[src/rtl/mod_addsub_seq_pkg.sv]
// Shared encodings for the modular add/sub sequencer and its datapath.
package mod_addsub_seq_pkg;

    localparam int DEFAULT_WIDTH = 4;

    typedef enum logic [1:0] {
        IDLE = 2'd0,
        CALC = 2'd1,
        CORR = 2'd2,
        DONE = 2'd3
    } state_t;

    localparam logic OP_ADD = 1'b0;
    localparam logic OP_SUB = 1'b1;

endpackage

[src/rtl/mod_addsub_seq_if.sv]
// Request/response port bundle for mod_addsub_seq; master is the host, slave the block.
interface mod_addsub_seq_if #(
    parameter int WIDTH = 4
);
    logic             in_valid;
    logic             in_ready;
    logic             in_op;
    logic             in_acc;
    logic [WIDTH-1:0] in_a;
    logic [WIDTH-1:0] in_b;
    logic [WIDTH-1:0] in_m;
    logic             out_valid;
    logic             out_ready;
    logic [WIDTH-1:0] out_z;
    logic             out_err;
    logic             busy;

    modport master (
        output in_valid, in_op, in_acc, in_a, in_b, in_m, out_ready,
        input  in_ready, out_valid, out_z, out_err, busy
    );

    modport slave (
        input  in_valid, in_op, in_acc, in_a, in_b, in_m, out_ready,
        output in_ready, out_valid, out_z, out_err, busy
    );
endinterface

[src/rtl/mod_addsub_dp.sv]
// Combinational modular add/sub core: raw sum/difference plus the one-step correction.
module mod_addsub_dp
    import mod_addsub_seq_pkg::*;
#(
    parameter int WIDTH = DEFAULT_WIDTH
) (
    input  logic [WIDTH-1:0] a,
    input  logic [WIDTH-1:0] b,
    input  logic [WIDTH-1:0] m,
    input  logic             op,
    output logic [WIDTH:0]   raw,
    output logic             first_condition,
    output logic [WIDTH-1:0] v,
    output logic [WIDTH-1:0] w
);
    logic [WIDTH:0] a_x, b_x, m_x;

    always_comb begin
        a_x = {1'b0, a};
        b_x = {1'b0, b};
        m_x = {1'b0, m};
        if (op == OP_SUB) begin
            // Borrow out of the extra bit means the difference went negative.
            raw             = a_x - b_x;
            first_condition = raw[WIDTH];
            w               = WIDTH'(raw + m_x);
        end else begin
            raw             = a_x + b_x;
            first_condition = (raw >= m_x);
            w               = WIDTH'(raw - m_x);
        end
        v = raw[WIDTH-1:0];
    end

endmodule

[src/rtl/mod_addsub_seq.sv]
// Sequencer around mod_addsub_dp: one op per handshake, operand legality check, chaining accumulator.
module mod_addsub_seq
    import mod_addsub_seq_pkg::*;
#(
    parameter int WIDTH = DEFAULT_WIDTH
) (
    input  logic            clk,
    input  logic            rst,
    mod_addsub_seq_if.slave bus
);
    localparam logic [WIDTH-1:0] M_MIN = WIDTH'(2);

    state_t           state;
    logic             op_q;
    logic [WIDTH-1:0] a_q, b_q, m_q;
    logic [WIDTH-1:0] acc_q;
    logic [WIDTH:0]   raw_q;
    logic             fc_q;
    logic [WIDTH-1:0] w_q;
    logic             err_q;
    logic [WIDTH-1:0] z_q;
    logic             out_err_q;
    logic             out_valid_q;

    logic [WIDTH:0]   dp_raw;
    logic             dp_fc;
    logic [WIDTH-1:0] dp_v, dp_w;
    logic [WIDTH-1:0] z_sel;
    logic             req_err;
    logic             unused_bits;

    mod_addsub_dp #(.WIDTH(WIDTH)) u_dp (
        .a               (a_q),
        .b               (b_q),
        .m               (m_q),
        .op              (op_q),
        .raw             (dp_raw),
        .first_condition (dp_fc),
        .v               (dp_v),
        .w               (dp_w)
    );

    // v is taken from the registered raw value; the top bit only feeds first_condition.
    assign unused_bits = ^{dp_v, raw_q[WIDTH]};

    assign req_err = (m_q < M_MIN) || (a_q >= m_q) || (b_q >= m_q);
    assign z_sel   = fc_q ? w_q : raw_q[WIDTH-1:0];

    assign bus.in_ready  = (state == IDLE) && !rst;
    assign bus.busy      = (state != IDLE);
    assign bus.out_valid = out_valid_q;
    assign bus.out_z     = z_q;
    assign bus.out_err   = out_err_q;

    always_ff @(posedge clk) begin
        if (rst) begin
            state       <= IDLE;
            op_q        <= OP_ADD;
            a_q         <= '0;
            b_q         <= '0;
            m_q         <= '0;
            acc_q       <= '0;
            raw_q       <= '0;
            fc_q        <= 1'b0;
            w_q         <= '0;
            err_q       <= 1'b0;
            z_q         <= '0;
            out_err_q   <= 1'b0;
            out_valid_q <= 1'b0;
        end else begin
            case (state)
                IDLE: begin
                    if (bus.in_valid) begin
                        op_q  <= bus.in_op;
                        a_q   <= bus.in_acc ? acc_q : bus.in_a;
                        b_q   <= bus.in_b;
                        m_q   <= bus.in_m;
                        state <= CALC;
                    end
                end
                CALC: begin
                    raw_q <= dp_raw;
                    fc_q  <= dp_fc;
                    w_q   <= dp_w;
                    err_q <= req_err;
                    state <= CORR;
                end
                CORR: begin
                    // Illegal requests report zero and leave the chain value untouched.
                    if (err_q) begin
                        z_q       <= '0;
                        out_err_q <= 1'b1;
                    end else begin
                        z_q       <= z_sel;
                        acc_q     <= z_sel;
                        out_err_q <= 1'b0;
                    end
                    out_valid_q <= 1'b1;
                    state       <= DONE;
                end
                DONE: begin
                    if (bus.out_ready) begin
                        out_valid_q <= 1'b0;
                        state       <= IDLE;
                    end
                end
                default: state <= IDLE;
            endcase
        end
    end

endmodule

[src/flat_wrapper.sv]
// flat-port wrapper written by rule: the top's interface ports become plain ports
module mod_addsub_seq_flat import mod_addsub_seq_pkg::*;
#(
    parameter int WIDTH = DEFAULT_WIDTH
)
  (clk, rst, bus_in_valid, bus_in_op, bus_in_acc, bus_in_a, bus_in_b, bus_in_m, bus_out_ready, bus_in_ready, bus_out_valid, bus_out_z, bus_out_err, bus_busy);
  mod_addsub_seq_if #(.WIDTH(WIDTH)) bus_i ();
  input  logic clk;
  input  logic rst;
  input wire logic [$bits(bus_i.in_valid)-1:0] bus_in_valid;
  input wire logic [$bits(bus_i.in_op)-1:0] bus_in_op;
  input wire logic [$bits(bus_i.in_acc)-1:0] bus_in_acc;
  input wire logic [$bits(bus_i.in_a)-1:0] bus_in_a;
  input wire logic [$bits(bus_i.in_b)-1:0] bus_in_b;
  input wire logic [$bits(bus_i.in_m)-1:0] bus_in_m;
  input wire logic [$bits(bus_i.out_ready)-1:0] bus_out_ready;
  output wire logic [$bits(bus_i.in_ready)-1:0] bus_in_ready;
  output wire logic [$bits(bus_i.out_valid)-1:0] bus_out_valid;
  output wire logic [$bits(bus_i.out_z)-1:0] bus_out_z;
  output wire logic [$bits(bus_i.out_err)-1:0] bus_out_err;
  output wire logic [$bits(bus_i.busy)-1:0] bus_busy;
  assign bus_i.in_valid = bus_in_valid;
  assign bus_i.in_op = bus_in_op;
  assign bus_i.in_acc = bus_in_acc;
  assign bus_i.in_a = bus_in_a;
  assign bus_i.in_b = bus_in_b;
  assign bus_i.in_m = bus_in_m;
  assign bus_i.out_ready = bus_out_ready;
  assign bus_in_ready = bus_i.in_ready;
  assign bus_out_valid = bus_i.out_valid;
  assign bus_out_z = bus_i.out_z;
  assign bus_out_err = bus_i.out_err;
  assign bus_busy = bus_i.busy;
  mod_addsub_seq #(.WIDTH(WIDTH)) u_core (.clk(clk), .rst(rst), .bus(bus_i));
endmodule
[config.mk]
export PLATFORM = sky130hd
export DESIGN_NAME = mod_addsub_seq_flat
export DESIGN_NICKNAME = d
export VERILOG_FILES = /design/src/rtl/mod_addsub_seq_pkg.sv /design/src/rtl/mod_addsub_seq_if.sv /design/src/rtl/mod_addsub_dp.sv /design/src/rtl/mod_addsub_seq.sv /design/src/flat_wrapper.sv
export SDC_FILE = /design/constraint.sdc
export NUM_CORES = 1
export LEC_CHECK = 0
export ABC_AREA = 1
export CAP_MARGIN = 20
export CORE_UTILIZATION = 30
export CTS_CLUSTER_DIAMETER = 30
export DETAILED_ROUTE_END_ITERATION = 10
export DONT_BUFFER_PORTS = 1
export PLACE_DENSITY_LB_ADDON = 0.12
export SETUP_SLACK_MARGIN = 0.2
export SYNTH_ARGS = -nofsm -noshare
export SYNTH_HDL_FRONTEND = slang
export SYNTH_SLANG_ARGS = --single-unit
[constraint.sdc]
create_clock -name clk -period 1.85 [get_ports clk]
set_input_delay 0.2775 -clock clk [delete_from_list [all_inputs] [get_ports clk]]
set_output_delay 0.2775 -clock clk [all_outputs]
set_load 0.005 [all_outputs]
==> impl_metrics.tcl <==
set metrics [dict create \
    worstMarginPinSlew_ns 0.318 \
    synth.avg_cell_area_um2 7.78 \
    path_class "flop to flop" \
    hold_start "rst" \
    violations "setup timing" \
    ys.flop_type "dfxtp_1" \
    ff2ff_setup_slack_ns -0.18 \
    finalSetupTns_ns -0.585 \
    switchingPower_w 0.00198 \
    synth.distinct_cells 29 \
    ys_seq_area_share_pct 32.3 \
    cts-root-buf "clkbuf_8" \
    first_global_vias 1787 \
    fmax_ghz 0.494 \
    yosysTopAreaCell "dfxtp_1" \
    power.density_nw_per_um2 1670 \
    drt_pass1_iterations 4 \
    comb_power_share_pct 60.5 \
    routabilityCongestion 0.803 \
    stdcell_area_um2 2750 \
    worst-path-buf-inv 2 \
    num_antenna_cells 0 \
    wirelength_um 5530 \
    wl_per_cell_um 13.5 \
    antenna_found_initial 0 \
    critical-path-top-delay-family "adder cells" \
    ys_ff_latch 35 \
    drive_gt1_share_pct 26.5 \
    synthMostInstantiatedCell "inv_1" \
    maxSlewViolCount 0 \
    cts.htree.levels 2 \
    initial_core_util_pct 31.4 \
    clk_pin_slew_ns 0.08 \
    netlist_instances 279 \
    synth_area_leaders "dfxtp_1 32%, ha_1 16%, inv_1 8.0%, nand2_1 6.2%, o21ai_0 6.0%" \
    port_buffers 0 \
    yosysTopAreaCellShare_pct 32.3 \
    core-area_um2 6910 \
    status "complete, but fails checks" \
    viasPerCell 4.56 \
    nets 362 \
    ant_nets 0 \
    fin_crit_sh_pct 109 \
    placed_cell_area_um2 2460 \
    cts_buffers 5 \
    yosysWarnings 0 \
    die_area_um2 7580 \
    cp.required_ns 2.04 \
    crit_path_start "u_core.a_q[0]$_SDFFE_PP0P_" \
    relSlewSlack_pct 78.8 \
    num_rows 30 \
    worstReg2RegStart "u_core.a_q[0]$_SDFFE_PP0P_" \
    power_leakage_nw 1.26 \
    skew_ns 0.00476 \
    ios 26 \
    synthArstFlopShare_pct 0 \
    cp_slowest_cell "dfxtp_4" \
    drc 0 \
    die_h_um 87.1 \
    p_int_w 0.00260 \
    vias 1863 \
    finalHoldViolations 0 \
    cts_max_path_buffers 2 \
    cts_hold_buf 0 \
    die_w_um 87.1 \
    cts.sinks 35 \
    grt_max_degree 32 \
    worstPathArrival_ns 2.21 \
    grt_use_total_pct 16.2 \
    drt_iter0_drc 80 \
    crit_path_max_fanout 3 \
    critical-path-max-stage-delay_ns 0.37 \
    ir_drop_v 0.000501 \
    switching_share_pct 43.2 \
    seq_power_share_pct 26.7 \
    grt_pass1_wl_um 9130 \
    finalSetupViolCount 4 \
    synthToLayoutAreaGrowth_pct 26.7 \
    worstSetupEndpointType "flop" \
    crit_chain "inv_4 -> ha_4 -> inv_2 -> fa_2 -> nor2_2 -> nor2_4 -> ha_4 -> nand3_2 -> nand3_1 -> nand2_1 -> nand2_1 -> o21ai_1 -> nor2_1 -> nor2_1" \
    grt.overflow.total 0 \
    syn_area_um2 2170 \
    syn_nets 329 \
    clock_power_share_pct 12.8 \
    min_period_ns 2.03 \
    cts_tree "built" \
    hp-class "input port to flop" \
    dp_hpwl_um 4220 \
    cap_violations 0 \
    start_kind "flop" \
    rsz0062_at_grt "true" \
    clock_latency_ns 0.29 \
    synth_common_cells "46 x inv_1, 36 x nand2_1, 35 x dfxtp_1" \
    setup_ws_ns -0.175 \
    synth_edf_count 0 \
]
==> stage by stage <==
stage / hold slack (ns) / util [%] / worst slack (ns) / instances / power (W)
final: 0.0407 / 39.8 / -0.175 / 409 / 0.00458
after CTS: 0.0276 / 38.1 / -0.196 / 403 / 0.00440
after global routing: 0.0236 / 39.8 / -0.268 / 409 / 0.00507
after floorplan: 0.350 / - / -0.131 / 279 / 0.00282
after global placement: 0.353 / 35.6 / -0.336 / 393 / 0.00362
after detailed placement: 0.353 / 35.6 / -0.314 / 393 / 0.00360
==> area by class of cell <==
| type | instances | area (um^2) |
|---|---|---|
| well taps | 96 | 120 |
| clock buffers | 5 | 68.8 |
| clock inverters | 3 | 23.8 |
| repair buffers | 35 | 267 |
| multi-input cells | 188 | 1380 |
| flip-flops and latches | 35 | 713 |
| inverters | 47 | 183 |
| fillers | 733 | 4160 |
==> state kept, by name, summed over array words and instances (netlist names) <==
| signal | flops |
|---|---|
| u_core.bus.out_z | 4 |
| u_core.state | 2 |
| u_core.b_q | 4 |
| u_core.bus.out_err | 1 |
| u_core.fc_q | 1 |
| u_core.op_q | 1 |
| u_core.acc_q | 4 |
| u_core.raw_q | 4 |
| u_core.m_q | 4 |
| u_core.w_q | 4 |
| u_core.bus.out_valid | 1 |
| u_core.a_q | 4 |
| u_core.err_q | 1 |
==> placed cells by master, fill, tap and decap left out, types with 2 or more instances in the layout <==
cell type	netlist	final
inv_1	46	40
buf_4	3	34
nand2_1	36	33
dfxtp_1	35	29
o21ai_0	26	25
ha_1	28	20
nor2_1	22	19
a21oi_1	19	18
nand3_1	18	15
o211ai_1	15	15
ha_4	0	6
inv_2	1	5
clkbuf_8	0	5
nand2_2	1	4
nand3_2	1	4
dfxtp_2	0	4
clkinvlp_4	0	3
fa_2	0	3
nor2_2	0	2
a21oi_4	2	2
nor3_1	2	2
o21ai_1	1	2
nand4_1	2	2
ha_2	0	2
dfxtp_4	0	2
==> worst paths after layout <==
| kind | to | cells after the start |
|---|---|---|
| setup / recovery | u_core.w_q[3]$_SDFFE_PP0N_ | 14 |
| setup reg to reg | u_core.w_q[3]$_SDFFE_PP0N_ | 14 |
| hold reg to reg | u_core.bus.out_z[3]$_SDFFE_PP0P_ | 2 |
| hold / removal | u_core.bus.out_valid$_SDFFE_PP0P_ | 1 |
==> power by group through the flow <==
stage | clock (W) | combinational (W) | sequential, W
CTS | 0.000621 | 0.00257 | 0.00122
floorplan | 0 | 0.00166 | 0.00116
global placement | 0 | 0.00240 | 0.00122
finish | 0.000587 | 0.00277 | 0.00122
detailed placement | 0 | 0.00239 | 0.00122
global route | 0.000648 | 0.00315 | 0.00126
==> logic make-up (layout without fill, tap and decap cells) <==
group | after synthesis | after routing | synth area share (%)
AO/OA/AOI/OAI | 68 | 68 | 19.0
XOR/XNOR | 3 | 3 | 1.21
adder cells (fa/ha/maj) | 32 | 32 | 19.8
buffers and inverters | 56 | 90 | 10.8
flip-flops | 35 | 35 | 32.3
AND/OR/NAND/NOR | 85 | 85 | 16.9
==> timing repair <==
| item | CTS | global route |
|---|---|---|
| setup endpoints to repair | 8 | 24 |
| gates resized for setup | 14 | 21 |
| cloned | 0 | 0 |
| pin swaps | 6 | 8 |
| buffers inserted | 2 | 6 |
==> per-layer routing <==
metal,up-vias,GRT usage (%),wire [um]
met5,-,0,0
met4,0,4.55,65
met3,6,3.51,208
met2,32,25.4,2480
met1,835,22.4,2780
li1,990,-,-
(Power assumes the default switching activity.)
